`config.mk`:
```
export PLATFORM = sky130hd
export DESIGN_NAME = power_noise_sched
export DESIGN_NICKNAME = d
export VERILOG_FILES = /design/src/rtl/power_noise_pkg.sv /design/src/rtl/power_noise_phase_timer.sv /design/src/rtl/power_noise_sched.sv
export SDC_FILE = /design/constraint.sdc
export NUM_CORES = 1
export LEC_CHECK = 0
export CELL_PAD_IN_SITES_DETAIL_PLACEMENT = 1
export CELL_PAD_IN_SITES_GLOBAL_PLACEMENT = 2
export CORE_ASPECT_RATIO = 0.8
export CORE_MARGIN = 4
export CORE_UTILIZATION = 28
export CTS_CLUSTER_SIZE = 25
export DETAILED_ROUTE_END_ITERATION = 12
export PLACE_DENSITY_LB_ADDON = 0.1
export SLEW_MARGIN = 20
export SYNTH_ARGS = -nofsm -noshare
export SYNTH_HDL_FRONTEND = slang
export SYNTH_SLANG_ARGS = --single-unit
```
`constraint.sdc`:
```
create_clock -name clk -period 3.9 [get_ports clk]
set_input_delay 0.975 -clock clk [delete_from_list [all_inputs] [get_ports clk]]
set_output_delay 0.975 -clock clk [all_outputs]
set_load 0.005 [all_outputs]
```
`src/rtl/power_noise_pkg.sv`:
```
// Shared types and helpers for the power_noise_sched sequencer: FSM state
// encoding, the per-lane seed stride, the shadow configuration struct and
// the lane-picking functions used while ramping up and down.
package power_noise_pkg;

    typedef enum logic [2:0] {
        IDLE,
        RAMP_UP,
        BURST,
        GAP,
        RAMP_DOWN
    } state_t;

    localparam logic [31:0] SEED_STRIDE = 32'h9E3779B9;

    // Widest supported configuration; instances use the low bits only.
    localparam int MAX_LANES = 16;
    localparam int MAX_CNT_W = 32;

    typedef struct packed {
        logic [MAX_CNT_W-1:0] burst_len;
        logic [MAX_CNT_W-1:0] gap_len;
        logic [MAX_LANES-1:0] mask;
        logic [31:0]          seed;
    } cfg_t;

    // One-hot of the lowest masked lane that is not yet enabled (0 if none).
    function automatic logic [MAX_LANES-1:0] next_set_up(
        input logic [MAX_LANES-1:0] mask,
        input logic [MAX_LANES-1:0] enabled
    );
        logic [MAX_LANES-1:0] cand;
        cand = mask & ~enabled;
        return cand & (~cand + MAX_LANES'(1));
    endfunction

    // One-hot of the highest masked lane that is currently enabled (0 if none).
    function automatic logic [MAX_LANES-1:0] next_set_down(
        input logic [MAX_LANES-1:0] mask,
        input logic [MAX_LANES-1:0] enabled
    );
        logic [MAX_LANES-1:0] cand;
        logic [MAX_LANES-1:0] pick;
        cand = mask & enabled;
        pick = '0;
        for (int i = 0; i < MAX_LANES; i++) begin
            if (cand[i]) begin
                pick    = '0;
                pick[i] = 1'b1;
            end
        end
        return pick;
    endfunction

endpackage

```
`src/rtl/power_noise_phase_timer.sv`:
```
// Loadable down-counter shared by the stagger, burst and gap phases.
// A loaded value N makes done assert in the Nth cycle after the load,
// so a length of 1 lasts exactly one cycle.
module power_noise_phase_timer
    import power_noise_pkg::*;
#(
    parameter int CNT_W = 16
) (
    input  logic             clk,
    input  logic             rst_n,
    input  logic             load,
    input  logic [CNT_W-1:0] load_val,
    output logic             done
);

    logic [CNT_W-1:0] count;

    // Count down from the loaded length and park at zero.
    always_ff @(posedge clk or negedge rst_n) begin
        // NOTE: sequential state is written with <= so every flop samples pre-edge values.
        if (!rst_n) begin
            count <= '0;
        end else if (load) begin
            count <= load_val;
        end else if (count != '0) begin
            count <= count - 1'b1;
        end
    end

    assign done = (count == CNT_W'(1));

endmodule

```
`src/rtl/power_noise_sched.sv`:
```
// Sequencer for a bank of power_noise generators: staggered ramp-up,
// burst/gap duty cycle, staggered ramp-down, per-lane seed generation.
// Optional activity monitor enabled by defining POWER_NOISE_SCHED_ACTMON_EN.
// CNT_W must not exceed 32 and NUM_LANES must lie in 1..16.
module power_noise_sched
    import power_noise_pkg::*;
#(
    parameter int NUM_LANES = 4,
    parameter int STAGGER   = 8,
    parameter int CNT_W     = 16
) (
    input  logic                    clk,
    input  logic                    rst_n,
    input  logic                    cfg_valid,
    output logic                    cfg_ready,
    input  logic [CNT_W-1:0]        cfg_burst_len,
    input  logic [CNT_W-1:0]        cfg_gap_len,
    input  logic [NUM_LANES-1:0]    cfg_lane_mask,
    input  logic [31:0]             cfg_seed,
    input  logic                    start,
    input  logic                    stop,
    output logic [NUM_LANES-1:0]    lane_enable,
    output logic [NUM_LANES*32-1:0] lane_seed,
    output logic                    busy,
    output logic [CNT_W-1:0]        burst_count
`ifdef POWER_NOISE_SCHED_ACTMON_EN
    ,
    input  logic [NUM_LANES-1:0]    lane_activity,
    output logic [31:0]             act_count
`endif
);

    state_t               state, state_d;
    cfg_t                 cfg_q;
    logic [NUM_LANES-1:0] en_d;
    logic [NUM_LANES-1:0] mask_n;
    logic [NUM_LANES-1:0] up_pick, down_pick, down_rest;
    logic                 up_last;
    logic [CNT_W-1:0]     burst_eff, gap_len, stagger_val, tmr_val;
    logic                 tmr_load, tmr_done, bcnt_inc, start_ok;
    logic                 unused_cfg_bits;

    assign mask_n      = cfg_q.mask[NUM_LANES-1:0];
    assign gap_len     = cfg_q.gap_len[CNT_W-1:0];
    assign burst_eff   = (cfg_q.burst_len[CNT_W-1:0] == '0) ? CNT_W'(1)
                                                            : cfg_q.burst_len[CNT_W-1:0];
    assign stagger_val = CNT_W'(STAGGER);
    // Upper bits of the width-generic shadow struct are never read.
    assign unused_cfg_bits = ^cfg_q;

    assign up_pick   = NUM_LANES'(next_set_up(MAX_LANES'(mask_n), MAX_LANES'(lane_enable)));
    assign up_last   = ((mask_n & ~lane_enable & ~up_pick) == '0);
    assign down_pick = NUM_LANES'(next_set_down(MAX_LANES'(mask_n), MAX_LANES'(lane_enable)));
    assign down_rest = lane_enable & ~down_pick;

    assign start_ok  = (state == IDLE) && start && !stop && (mask_n != '0);
    assign cfg_ready = (state == IDLE);
    assign busy      = (state != IDLE);

    power_noise_phase_timer #(.CNT_W(CNT_W)) u_timer (
        .clk      (clk),
        .rst_n    (rst_n),
        .load     (tmr_load),
        .load_val (tmr_val),
        .done     (tmr_done)
    );

    // Latch the config word into the shadow registers while idle.
    always_ff @(posedge clk or negedge rst_n) begin
        // NOTE: the shadow config is a handful of flops, not a memory, so it takes reset values.
        if (!rst_n) begin
            cfg_q.burst_len <= MAX_CNT_W'(1);
            cfg_q.gap_len   <= '0;
            cfg_q.mask      <= MAX_LANES'({NUM_LANES{1'b1}});
            cfg_q.seed      <= '0;
        end else if (cfg_valid && cfg_ready) begin
            cfg_q.burst_len <= MAX_CNT_W'(cfg_burst_len);
            cfg_q.gap_len   <= MAX_CNT_W'(cfg_gap_len);
            cfg_q.mask      <= MAX_LANES'(cfg_lane_mask);
            cfg_q.seed      <= cfg_seed;
        end
    end

    // Per-lane seeds derive from the shadow base seed with a golden-ratio stride.
    for (genvar g = 0; g < NUM_LANES; g++) begin : g_seed
        assign lane_seed[32*g +: 32] = cfg_q.seed + SEED_STRIDE * 32'(g);
    end

    // State, lane enables and burst counter registers.
    always_ff @(posedge clk or negedge rst_n) begin
        if (!rst_n) begin
            state       <= IDLE;
            lane_enable <= '0;
            burst_count <= '0;
        end else begin
            state       <= state_d;
            lane_enable <= en_d;
            if (start_ok) begin
                burst_count <= '0;
            end else if (bcnt_inc && (burst_count != '1)) begin
                burst_count <= burst_count + 1'b1;
            end
        end
    end

    // Next-state, next lane enables and timer reloads.
    always_comb begin
        // NOTE: every output gets a default first so no path leaves one unassigned (no latches).
        state_d  = state;
        en_d     = lane_enable;
        tmr_load = 1'b0;
        tmr_val  = stagger_val;
        bcnt_inc = 1'b0;
        case (state)
            IDLE: begin
                if (start_ok) begin
                    en_d     = up_pick;
                    tmr_load = 1'b1;
                    if (up_last) begin
                        state_d = BURST;
                        tmr_val = burst_eff;
                    end else begin
                        state_d = RAMP_UP;
                    end
                end
            end
            RAMP_UP: begin
                if (stop) begin
                    en_d     = down_rest;
                    tmr_load = 1'b1;
                    state_d  = (down_rest == '0) ? IDLE : RAMP_DOWN;
                end else if (tmr_done) begin
                    en_d     = lane_enable | up_pick;
                    tmr_load = 1'b1;
                    if (up_last) begin
                        state_d = BURST;
                        tmr_val = burst_eff;
                    end
                end
            end
            BURST: begin
                if (stop) begin
                    en_d     = down_rest;
                    tmr_load = 1'b1;
                    state_d  = (down_rest == '0) ? IDLE : RAMP_DOWN;
                end else if (tmr_done) begin
                    bcnt_inc = 1'b1;
                    tmr_load = 1'b1;
                    if (gap_len != '0) begin
                        state_d = GAP;
                        en_d    = '0;
                        tmr_val = gap_len;
                    end else begin
                        tmr_val = burst_eff;
                    end
                end
            end
            GAP: begin
                if (stop) begin
                    state_d = IDLE;
                end else if (tmr_done) begin
                    state_d  = BURST;
                    en_d     = mask_n;
                    tmr_load = 1'b1;
                    tmr_val  = burst_eff;
                end
            end
            RAMP_DOWN: begin
                if (tmr_done) begin
                    en_d     = down_rest;
                    tmr_load = 1'b1;
                    if (down_rest == '0) begin
                        state_d = IDLE;
                    end
                end
            end
            default: begin
                state_d = IDLE;
                en_d    = '0;
            end
        endcase
    end

`ifdef POWER_NOISE_SCHED_ACTMON_EN
    // Count cycles in which any enabled lane reports activity.
    always_ff @(posedge clk or negedge rst_n) begin
        if (!rst_n) begin
            act_count <= '0;
        end else if (start_ok) begin
            act_count <= '0;
        end else if ((|(lane_activity & lane_enable)) && (act_count != '1)) begin
            act_count <= act_count + 1'b1;
        end
    end
`endif

endmodule

```
# After elaboration in Yosys (flattened, before gate mapping)
# Cells that the tools add are included.
# totals
reg_bits,107
out_inout_bits,150
wordCells,122
# op_classes
addsub,6
n_eq_ne,16
muxes,61
bitwise,12
n_reduce_logical,19
# op_table
cell,count
16-bit two-way mux,14
4-bit two-way mux,24
32-bit adder (second input constant),2
16-bit case mux with 4 select lines,1
3-bit two-way mux,12
32-bit by 30-bit adder with 32-bit output (second input constant),1
16-bit nonzero test,2
4-bit bitwise AND,6
4-bit NOT,5
4-bit case mux with 5 select lines,1
16-bit by 1-bit adder with 16-bit output (second input constant),1
16-bit by 1-bit == test with 1-bit output (second input constant),1
16-bit zero test,1
16-bit != test (second input constant),1
16-bit by 1-bit subtractor with 16-bit output (second input constant),1
3-bit != test (second input constant),5
3-bit case mux with 5 select lines,1
4-bit zero test,2
2-bit != test (second input constant),4
8-bit AND reduction,1
7-bit AND reduction,1
3-bit by 2-bit == test with 1-bit output (second input constant),2
1-bit two-way mux,6
1-bit logical AND,5
13 further kinds,14

# Logic depth before layout (Yosys ltp)
# Gate-level depths: netlist of run 1.
# logic_depth
depth_word,23
mapped_depth,10

# Cells and area by module
# Synthesis of run 1 repeated with hierarchy kept, for this count alone.
# unflattened
hier_cells,887
area_unflattened_um2,7837.5
# by_module_without_submodules
module,n_inst,cells_each,area_per_inst_um2
power_noise_sched,1,767,6737.7
power_noise_phase_timer,1,120,1099.8

# Worst setup path after synthesis of run 1
# Ideal clock, no wire load.
# synth_path
kind,register -> output
start,register cfg_q[1] in the netlist's numbering
end,output port lane_seed[49]
arrival_ns,2.564
t_required_ns,2.925
setup_slack_ns,0.361
path_stages_with_launch,9
n_path_buf,1
cell_sequence,dfrtp_1 > ha_1 > buf_6 > a2111o_1 > a211o_2 > and3_4 > or4_4 > a21oi_2 > xor2_1
# synth_via
elab_chain_len,1
# synth_lines
item,line_no,rtl
from (decl),power_noise_sched.sv:34,cfg_t cfg_q;
32-bit adder,power_noise_sched.sv:86,assign lane_seed[32*g +: 32] = cfg_q.seed + SEED_STRIDE * 32'(g);
to (decl),power_noise_sched.sv:23,"output logic [NUM_LANES*32-1:0] lane_seed,"
# Every way passes these cells.

# Worst setup path after layout of run 1
# layout_path
start,register cfg_q[2] in the netlist's numbering
end,output port lane_seed[51]
# The elaborated chain is that of the path after synthesis.

==> metrics.txt, run 1 <==
# TYPE chip_impl_metric gauge
chip_impl_info{name="ys_top_cells_by_area",value="dfrtp_1 (34%), xnor2_1 (8.2%), mux2_2 (5.8%)"} 1
chip_impl_metric{name="via_count",unit=""} 7395
chip_impl_info{name="outcome",value="complete, no violations"} 1
chip_impl_info{name="critPathCaptureType",value="primary output"} 1
chip_impl_info{name="timing.rr.start",value="u_timer.count[1]$_DFFE_PN0P_"} 1
chip_impl_metric{name="starting_density",unit="%"} 28.58
chip_impl_metric{name="post_drt_via_cell_ratio",unit=""} 4.973
chip_impl_metric{name="finalMaxSlewViolations",unit=""} 0
chip_impl_metric{name="synth_seq_area_share",unit="%"} 35.49
chip_impl_metric{name="totalWireLength",unit="mm"} 29.96
chip_impl_metric{name="place_hpwl",unit="mm"} 23.42
chip_impl_metric{name="final.hold.worst_slack",unit="ns"} 0.5536
chip_impl_metric{name="port_buffers",unit=""} 222
chip_impl_metric{name="post-route-drc-count",unit=""} 0
chip_impl_info{name="synth.largest_area_cell",value="dfrtp_1"} 1
chip_impl_metric{name="grt_start_max_net_pins",unit=""} 51
chip_impl_info{name="cts_tree",value="yes"} 1
chip_impl_metric{name="layout.core_utilization",unit="%"} 41.82
chip_impl_metric{name="max-vdd-ir-drop",unit="µV"} 393.2
chip_impl_metric{name="fp-row-count",unit=""} 53
chip_impl_metric{name="ys_async_sr_fraction",unit="%"} 100.0
chip_impl_metric{name="wire_length_of_the_first_global_routing_pass",unit="mm"} 47.18
chip_impl_metric{name="synth.avg_cell_area",unit="µm²"} 8.574
chip_impl_metric{name="wl_per_cell",unit="µm"} 20.15
chip_impl_metric{name="fp.dieArea",unit="µm²"} 29720
chip_impl_info{name="min-delay-start",value="cfg_q[58]$_DFFE_PN0P_"} 1
chip_impl_info{name="worstSetupPathType",value="reg2out"} 1
chip_impl_metric{name="nNetsFinal",unit=""} 1205
chip_impl_metric{name="die_h",unit="µm"} 155.0
chip_impl_metric{name="synthDistinctLibCells",unit=""} 76
chip_impl_metric{name="min_delay_path_depth",unit=""} 1
chip_impl_metric{name="detailedRoute.firstIterationViolations",unit=""} 417
chip_impl_metric{name="worstPathArrival",unit="ns"} 2.89
chip_impl_metric{name="grt_overflow_total",unit=""} 0
chip_impl_metric{name="worst-slew-pin-transition",unit="ns"} 0.7611
chip_impl_metric{name="reg2reg_setup_slack",unit="ns"} 0.98
chip_impl_metric{name="drive_gt1_share",unit="%"} 20.46
chip_impl_metric{name="critical_path_buf_inv_count",unit=""} 2
chip_impl_metric{name="clk-insertion-delay-late",unit="ns"} 0.36
chip_impl_info{name="cp_max_stage_cell",value="or4_4"} 1
chip_impl_metric{name="worstRegToRegCells",unit=""} 8
chip_impl_metric{name="chip_width",unit="µm"} 191.7
chip_impl_metric{name="cts.path.max_buffers",unit=""} 2
chip_impl_info{name="final_common_cell",value="clkdlybuf4s50_1"} 1
chip_impl_metric{name="postRouteAntennaNets",unit=""} 0
chip_impl_metric{name="first_global_vias",unit=""} 7780
chip_impl_metric{name="drt-pass1-iter-count",unit=""} 7
chip_impl_info{name="setup.worst_path.start",value="cfg_q[2]$_DFFE_PN0P_"} 1
chip_impl_metric{name="powerDensity",unit="nW/µm²"} 969.6
chip_impl_metric{name="finalSetupViolCount",unit=""} 0
chip_impl_metric{name="worst_clock_skew",unit="ns"} 0.007458
chip_impl_info{name="min_to",value="cfg_q[58]$_DFFE_PN0P_"} 1
chip_impl_metric{name="synth_nets",unit=""} 963
chip_impl_metric{name="post-synth-top-area-fraction",unit="%"} 33.75
chip_impl_info{name="cts.root.buffer_cell",value="clkbuf_16"} 1
chip_impl_metric{name="cts_htree_levels",unit=""} 3
chip_impl_info{name="crit_chain",value="ha_2, a2111o_1, a211o_2, and3_4, or4_4, a21oi_4, buf_6, a21oi_2, buf_2"} 1
chip_impl_metric{name="core_area",unit="µm²"} 26460
chip_impl_metric{name="track_usage",unit="%"} 20.17
chip_impl_metric{name="area_delta_synth_final",unit="%"} 46.33
chip_impl_info{name="worstReg2RegEnd",value="u_timer.count[6]$_DFFE_PN0P_"} 1
chip_impl_metric{name="fin_crit_sh",unit="%"} 99.11
chip_impl_metric{name="synth-seq-cells",unit=""} 107
chip_impl_info{name="mostFrequentLayoutCells",value="clkdlybuf4s50_1 (177), dfrtp_1 (98), buf_4 (97), nand2_1 (91), xnor2_1 (71)"} 1
chip_impl_metric{name="synth_warnings",unit=""} 0
chip_impl_metric{name="cts.clk_slew.worst_paths",unit="ns"} 0.08
chip_impl_metric{name="cts-buffers-inserted",unit=""} 9
chip_impl_metric{name="gp_congestion",unit=""} 0.8172
chip_impl_info{name="grt_setup_unrepaired",value="true"} 1
chip_impl_info{name="worst_path_dominant_cell_family",value="compound AO/OA/AOI/OAI gates"} 1
chip_impl_metric{name="power_leakage",unit="µW"} 0.004544
chip_impl_info{name="hp-class",value="reg2reg"} 1
chip_impl_metric{name="max_slew_margin",unit="%"} 49.26
chip_impl_info{name="start_kind",value="flip-flop"} 1
chip_impl_info{name="most_frequently_used_flop_master_after_synthesis",value="dfrtp_1"} 1
chip_impl_metric{name="critical_path.max_fanout",unit=""} 2
chip_impl_metric{name="final_hold_violation_count",unit=""} 0
chip_impl_metric{name="worst-endpoint-required",unit="ns"} 2.92
chip_impl_metric{name="synth-edff-count",unit=""} 0
chip_impl_metric{name="cts_num_sinks",unit=""} 107
chip_impl_metric{name="postSynthCellCount",unit=""} 882
chip_impl_metric{name="ioPinCount",unit=""} 223
chip_impl_metric{name="critPathMaxStageDelay",unit="ns"} 0.53
chip_impl_metric{name="fmaxAchievable",unit="GHz"} 0.2587
chip_impl_metric{name="initial_antenna_violation_count",unit=""} 1
chip_impl_metric{name="cell_area_synth",unit="µm²"} 7562
chip_impl_metric{name="max_cap_viol_count",unit=""} 0
chip_impl_metric{name="post-route-min-period",unit="ns"} 3.865
cells in the mapped netlist, types with 16 or more instances:
cell type  count
dfrtp_1      102
nand2_1       92
xnor2_1       71
clkbuf_1      48
o21ai_0       76
inv_1         43
buf_4         34
a21oi_1       20
xor2_1        30
mux2_2        39
nor4_1        16
nor2_1        50
nor3_1        38
nand3_1       24
cell type report:
class	count	area, µm²
Antenna cell	1	2.502
Clock buffer	10	239.0
Clock inverter	6	60.06
Fill cell	3086	15390
Inverter	44	165.2
Multi-Input combinational cell	640	4507
Sequential cell	107	2689
Tap cell	357	446.7
Timing Repair Buffer	322	2957
how the worst max path moves through the flow:
stage	slack, ns	cells past startpoint	to
after floorplan	0.36	8	lane_seed[49]
after global placement	-0.05	8	lane_seed[49]
after detailed placement	-0.07	9	lane_seed[51]
after CTS	0.001	8	lane_seed[49]
after global routing	-0.09	11	lane_seed[60]
final	0.03	9	lane_seed[51]
where the power goes:
group / total, µW / switching, µW / internal (µW) / leakage [µW]
sequential: 2320 / 740 / 1580 / 0.00133
combinational: 7470 / 3480 / 3990 / 0.00308
clock: 935 / 470 / 465 / 0.000140
total: 10700 / 4690 / 6040 / 0.00454
what timing repair did:
action	CTS	global route
hold buffers	0	0
gates resized for setup	94	44
buffers inserted	8	3
pin swaps	18	15
cloned	0	0
endpoints found under the setup margin	52	35
hold endpoints to repair	0	0
cell families after synthesis:
logic type | share of synthesized area (%)
muxes | 6.072
and+or+nand+nor | 19.13
DFF | 35.49
adders and majority gates | 1.324
AOI/OAI and AO/OA | 17.62
buffers and inverters | 8.670
xor gates and xnor gates | 11.70
metal layers:
layer	global-route usage (%)	part of all wire (%)
met2	28.83	42
met1	31.04	51
met4	3.692	0.96
met3	4.711	6.3
met5	0	0
flip-flops by register name (all words and copies together) (netlist names):
name           cells
cfg_q             68
state              3
burst_count       16
u_timer.count     16
lane_enable        4
through the flow:
step           power (µW)  instances  TNS (ns)  setup WS [ns]  area (µm²)
3_3_place_gp         9721       1459  -0.08387       -0.04568       10430
2_1_floorplan        5666        882         0         0.3607        7562
4_1_cts             10780       1483         0       0.001074       10940
5_1_grt             11610       1487   -0.6153       -0.09177       11070
6_report            10730       1487         0        0.03463       11070
3_5_place_dp         9740       1459   -0.2998       -0.07244       10430
Power figures use the tool's default switching activity.
==> inputs of run 2 (changes only) <==
PLACE_DENSITY_LB_ADDON = 0.05   (was 0.1)
==> run 2 against run 1 <==
  * The flow now finishes with violations (setup timing)
  * Clock-buffer cell count down 1
  * Sequential power about the same
  * Routed wire length up 0.91%
  * Design area up 1.2%
  * Clock skew up 0.0047 ns
  * Critical path type unchanged
==> metrics.txt, run 2 (synthesized netlist as in run 1, its figures left out) <==
# TYPE chip_impl_metric gauge
chip_impl_metric{name="pre_cts_ws",unit="ns"} -0.2235
chip_impl_metric{name="worst_clock_skew",unit="ns"} 0.01219
chip_impl_metric{name="fin_crit_sh",unit="%"} 102.3
chip_impl_info{name="final_common_cell",value="clkdlybuf4s50_1"} 1
chip_impl_metric{name="worst-endpoint-required",unit="ns"} 2.92
chip_impl_metric{name="clk-insertion-delay-late",unit="ns"} 0.38
chip_impl_metric{name="ioPinCount",unit=""} 223
chip_impl_metric{name="grt_start_max_net_pins",unit=""} 55
chip_impl_metric{name="power_leakage",unit="µW"} 0.004615
chip_impl_metric{name="gp_congestion",unit=""} 0.8174
chip_impl_info{name="critPathCaptureType",value="primary output"} 1
chip_impl_metric{name="area_delta_synth_final",unit="%"} 48.11
chip_impl_metric{name="switching_share",unit="%"} 43.99
chip_impl_metric{name="fmaxAchievable",unit="GHz"} 0.2507
chip_impl_metric{name="detailedRoute.firstIterationViolations",unit=""} 279
chip_impl_metric{name="place_hpwl",unit="mm"} 23.33
chip_impl_info{name="worstSetupPathType",value="reg2out"} 1
chip_impl_metric{name="cts-buffers-inserted",unit=""} 9
chip_impl_metric{name="critical_path_buf_inv_count",unit=""} 2
chip_impl_metric{name="fp.dieArea",unit="µm²"} 29720
chip_impl_metric{name="cts_htree_levels",unit=""} 3
chip_impl_info{name="mostFrequentLayoutCells",value="clkdlybuf4s50_1 (176), dfrtp_1 (100), buf_4 (99), nand2_1 (90), xnor2_1 (70)"} 1
chip_impl_metric{name="pwr-share-seq",unit="%"} 21.1
chip_impl_info{name="start_kind",value="flip-flop"} 1
chip_impl_metric{name="max-vdd-ir-drop",unit="µV"} 402.2
chip_impl_metric{name="postRouteAntennaNets",unit=""} 0
chip_impl_metric{name="finalSetupViolCount",unit=""} 2
chip_impl_metric{name="port_buffers",unit=""} 222
chip_impl_metric{name="p_clk_share",unit="%"} 8.5
chip_impl_metric{name="nNetsFinal",unit=""} 1211
chip_impl_info{name="crit_chain",value="ha_4, a2111o_1, a211o_4, and3_4, or4_4, a21oi_4, buf_6, xor2_2, buf_2"} 1
chip_impl_metric{name="totalWireLength",unit="mm"} 30.23
chip_impl_metric{name="wl_per_cell",unit="µm"} 20.25
chip_impl_info{name="cts.root.buffer_cell",value="clkbuf_16"} 1
chip_impl_metric{name="die_h",unit="µm"} 155.0
chip_impl_metric{name="multi_input_area",unit="µm²"} 4601
chip_impl_metric{name="fillerInstances",unit=""} 3032
chip_impl_metric{name="layout.core_utilization",unit="%"} 42.33
chip_impl_metric{name="via_count",unit=""} 7476
chip_impl_metric{name="cts.path.max_buffers",unit=""} 2
chip_impl_info{name="reg.largest.list",value="cfg_q (68), burst_count (16), u_timer.count (16)"} 1
chip_impl_metric{name="finalMaxSlewViolations",unit=""} 0
chip_impl_metric{name="critical_path.max_fanout",unit=""} 3
chip_impl_metric{name="starting_density",unit="%"} 28.58
chip_impl_info{name="violations",value="setup timing"} 1
chip_impl_metric{name="cellInternalPower",unit="µW"} 6103
chip_impl_metric{name="post_drt_via_cell_ratio",unit=""} 5.007
chip_impl_info{name="worst_path_dominant_cell_family",value="compound AO/OA/AOI/OAI gates"} 1
chip_impl_metric{name="hold_buffers",unit=""} 0
chip_impl_metric{name="post-route-min-period",unit="ns"} 3.989
chip_impl_metric{name="worstPathArrival",unit="ns"} 3.01
chip_impl_metric{name="grt_overflow_total",unit=""} 0
chip_impl_metric{name="net-switching-power",unit="µW"} 4794
chip_impl_metric{name="cts.clk_slew.worst_paths",unit="ns"} 0.08
chip_impl_metric{name="chip_width",unit="µm"} 191.7
chip_impl_info{name="outcome",value="finished with violations"} 1
chip_impl_metric{name="drt-pass1-iter-count",unit=""} 5
chip_impl_metric{name="smallest_setup_slack_after_layout",unit="ns"} -0.08897
chip_impl_metric{name="final_hold_violation_count",unit=""} 0
chip_impl_info{name="grt_setup_unrepaired",value="true"} 1
chip_impl_metric{name="cts_num_sinks",unit=""} 107
chip_impl_metric{name="core_area",unit="µm²"} 26460
chip_impl_metric{name="drive_gt1_share",unit="%"} 22.20
chip_impl_metric{name="wire_length_of_the_first_global_routing_pass",unit="mm"} 46.71
chip_impl_metric{name="powerDensity",unit="nW/µm²"} 972.9
chip_impl_metric{name="area.sequential",unit="µm²"} 2686
chip_impl_metric{name="max_cap_viol_count",unit=""} 0
chip_impl_metric{name="critPathMaxStageDelay",unit="ns"} 0.45
chip_impl_info{name="cp_max_stage_cell",value="a2111o_1"} 1
chip_impl_metric{name="fp-row-count",unit=""} 53
chip_impl_info{name="regMostFlops",value="cfg_q"} 1
chip_impl_metric{name="power_frac_comb",unit="%"} 70.4
chip_impl_metric{name="first_global_vias",unit=""} 7758
chip_impl_metric{name="post-route-drc-count",unit=""} 0
chip_impl_metric{name="largest_register_ffs",unit=""} 68
chip_impl_info{name="hp-class",value="in2async"} 1
chip_impl_metric{name="max_slew_margin",unit="%"} 55.20
chip_impl_metric{name="initial_antenna_violation_count",unit=""} 1
chip_impl_metric{name="track_usage",unit="%"} 20.22
chip_impl_metric{name="timing.setup.tns",unit="ns"} -0.1449
chip_impl_info{name="cts_tree",value="yes"} 1
chip_impl_metric{name="worst-slew-pin-transition",unit="ns"} 0.6669
run 2: worst paths after layout:
check / cells past startpoint / slack (ns) / start / endpoint
max: 9 / -0.09 / cfg_q[1]$_DFFE_PN0P_ / lane_seed[49]
min in group clk: 2 / 0.54 / cfg_q[56]$_DFFE_PN0P_ / u_timer.count[8]$_DFFE_PN0P_
min reg2reg: 2 / 0.54 / cfg_q[56]$_DFFE_PN0P_ / u_timer.count[8]$_DFFE_PN0P_
max in group asynchronous: 2 / 2.59 / rst_n / cfg_q[34]$_DFFE_PN1P_
max reg2reg: 9 / 0.97 / u_timer.count[1]$_DFFE_PN0P_ / u_timer.count[10]$_DFFE_PN0P_
min: 1 / 0.54 / rst_n / cfg_q[59]$_DFFE_PN0P_
run 2: metrics by stage:
step                      total power (µW)  instance area [µm²]  std cells  hold WS (ns)
after floorplan                       5666                 7562        882        0.4788
after global placement                9732                10400       1454        0.5263
after detailed placement              9730                10400       1454        0.5250
after CTS                            10820                10960       1483        0.5407
after global routing                 11770                11200       1493        0.5599
final                                10900                11200       1493        0.5353
run 2: repair_timing:
item / CTS / global route
pin swaps: 22 / 22
endpoints found under the setup margin: 54 / 42
resized for setup: 91 / 86
buffers inserted: 13 / 10
run 2: power groups by stage:
stage	combinational [µW]	clock, µW	sequential, µW
after floorplan	3760	0	1910
after global placement	7470	0	2260
after detailed placement	7470	0	2260
after CTS	7580	988	2250
after global routing	8380	1010	2380
final	7670	926	2300
run 2: area by class of cell:
class,instances,share of cell area (%)
Timing Repair Buffer,328,26.93
Sequential cell,107,23.98
Multi-Input combinational cell,640,41.07
Antenna cell,1,0.02234
Clock inverter,7,0.5139
Clock buffer,9,2.011
Inverter,44,1.475
Tap cell,357,3.988
run 2: metal layers:
metal	wire length, µm	vias up	global-route usage, %
li1	-	3584	-
met3	1588	20	4.621
met4	461	0	4.581
met1	15960	3698	31.75
met2	12230	174	27.78
met5	0	-	0
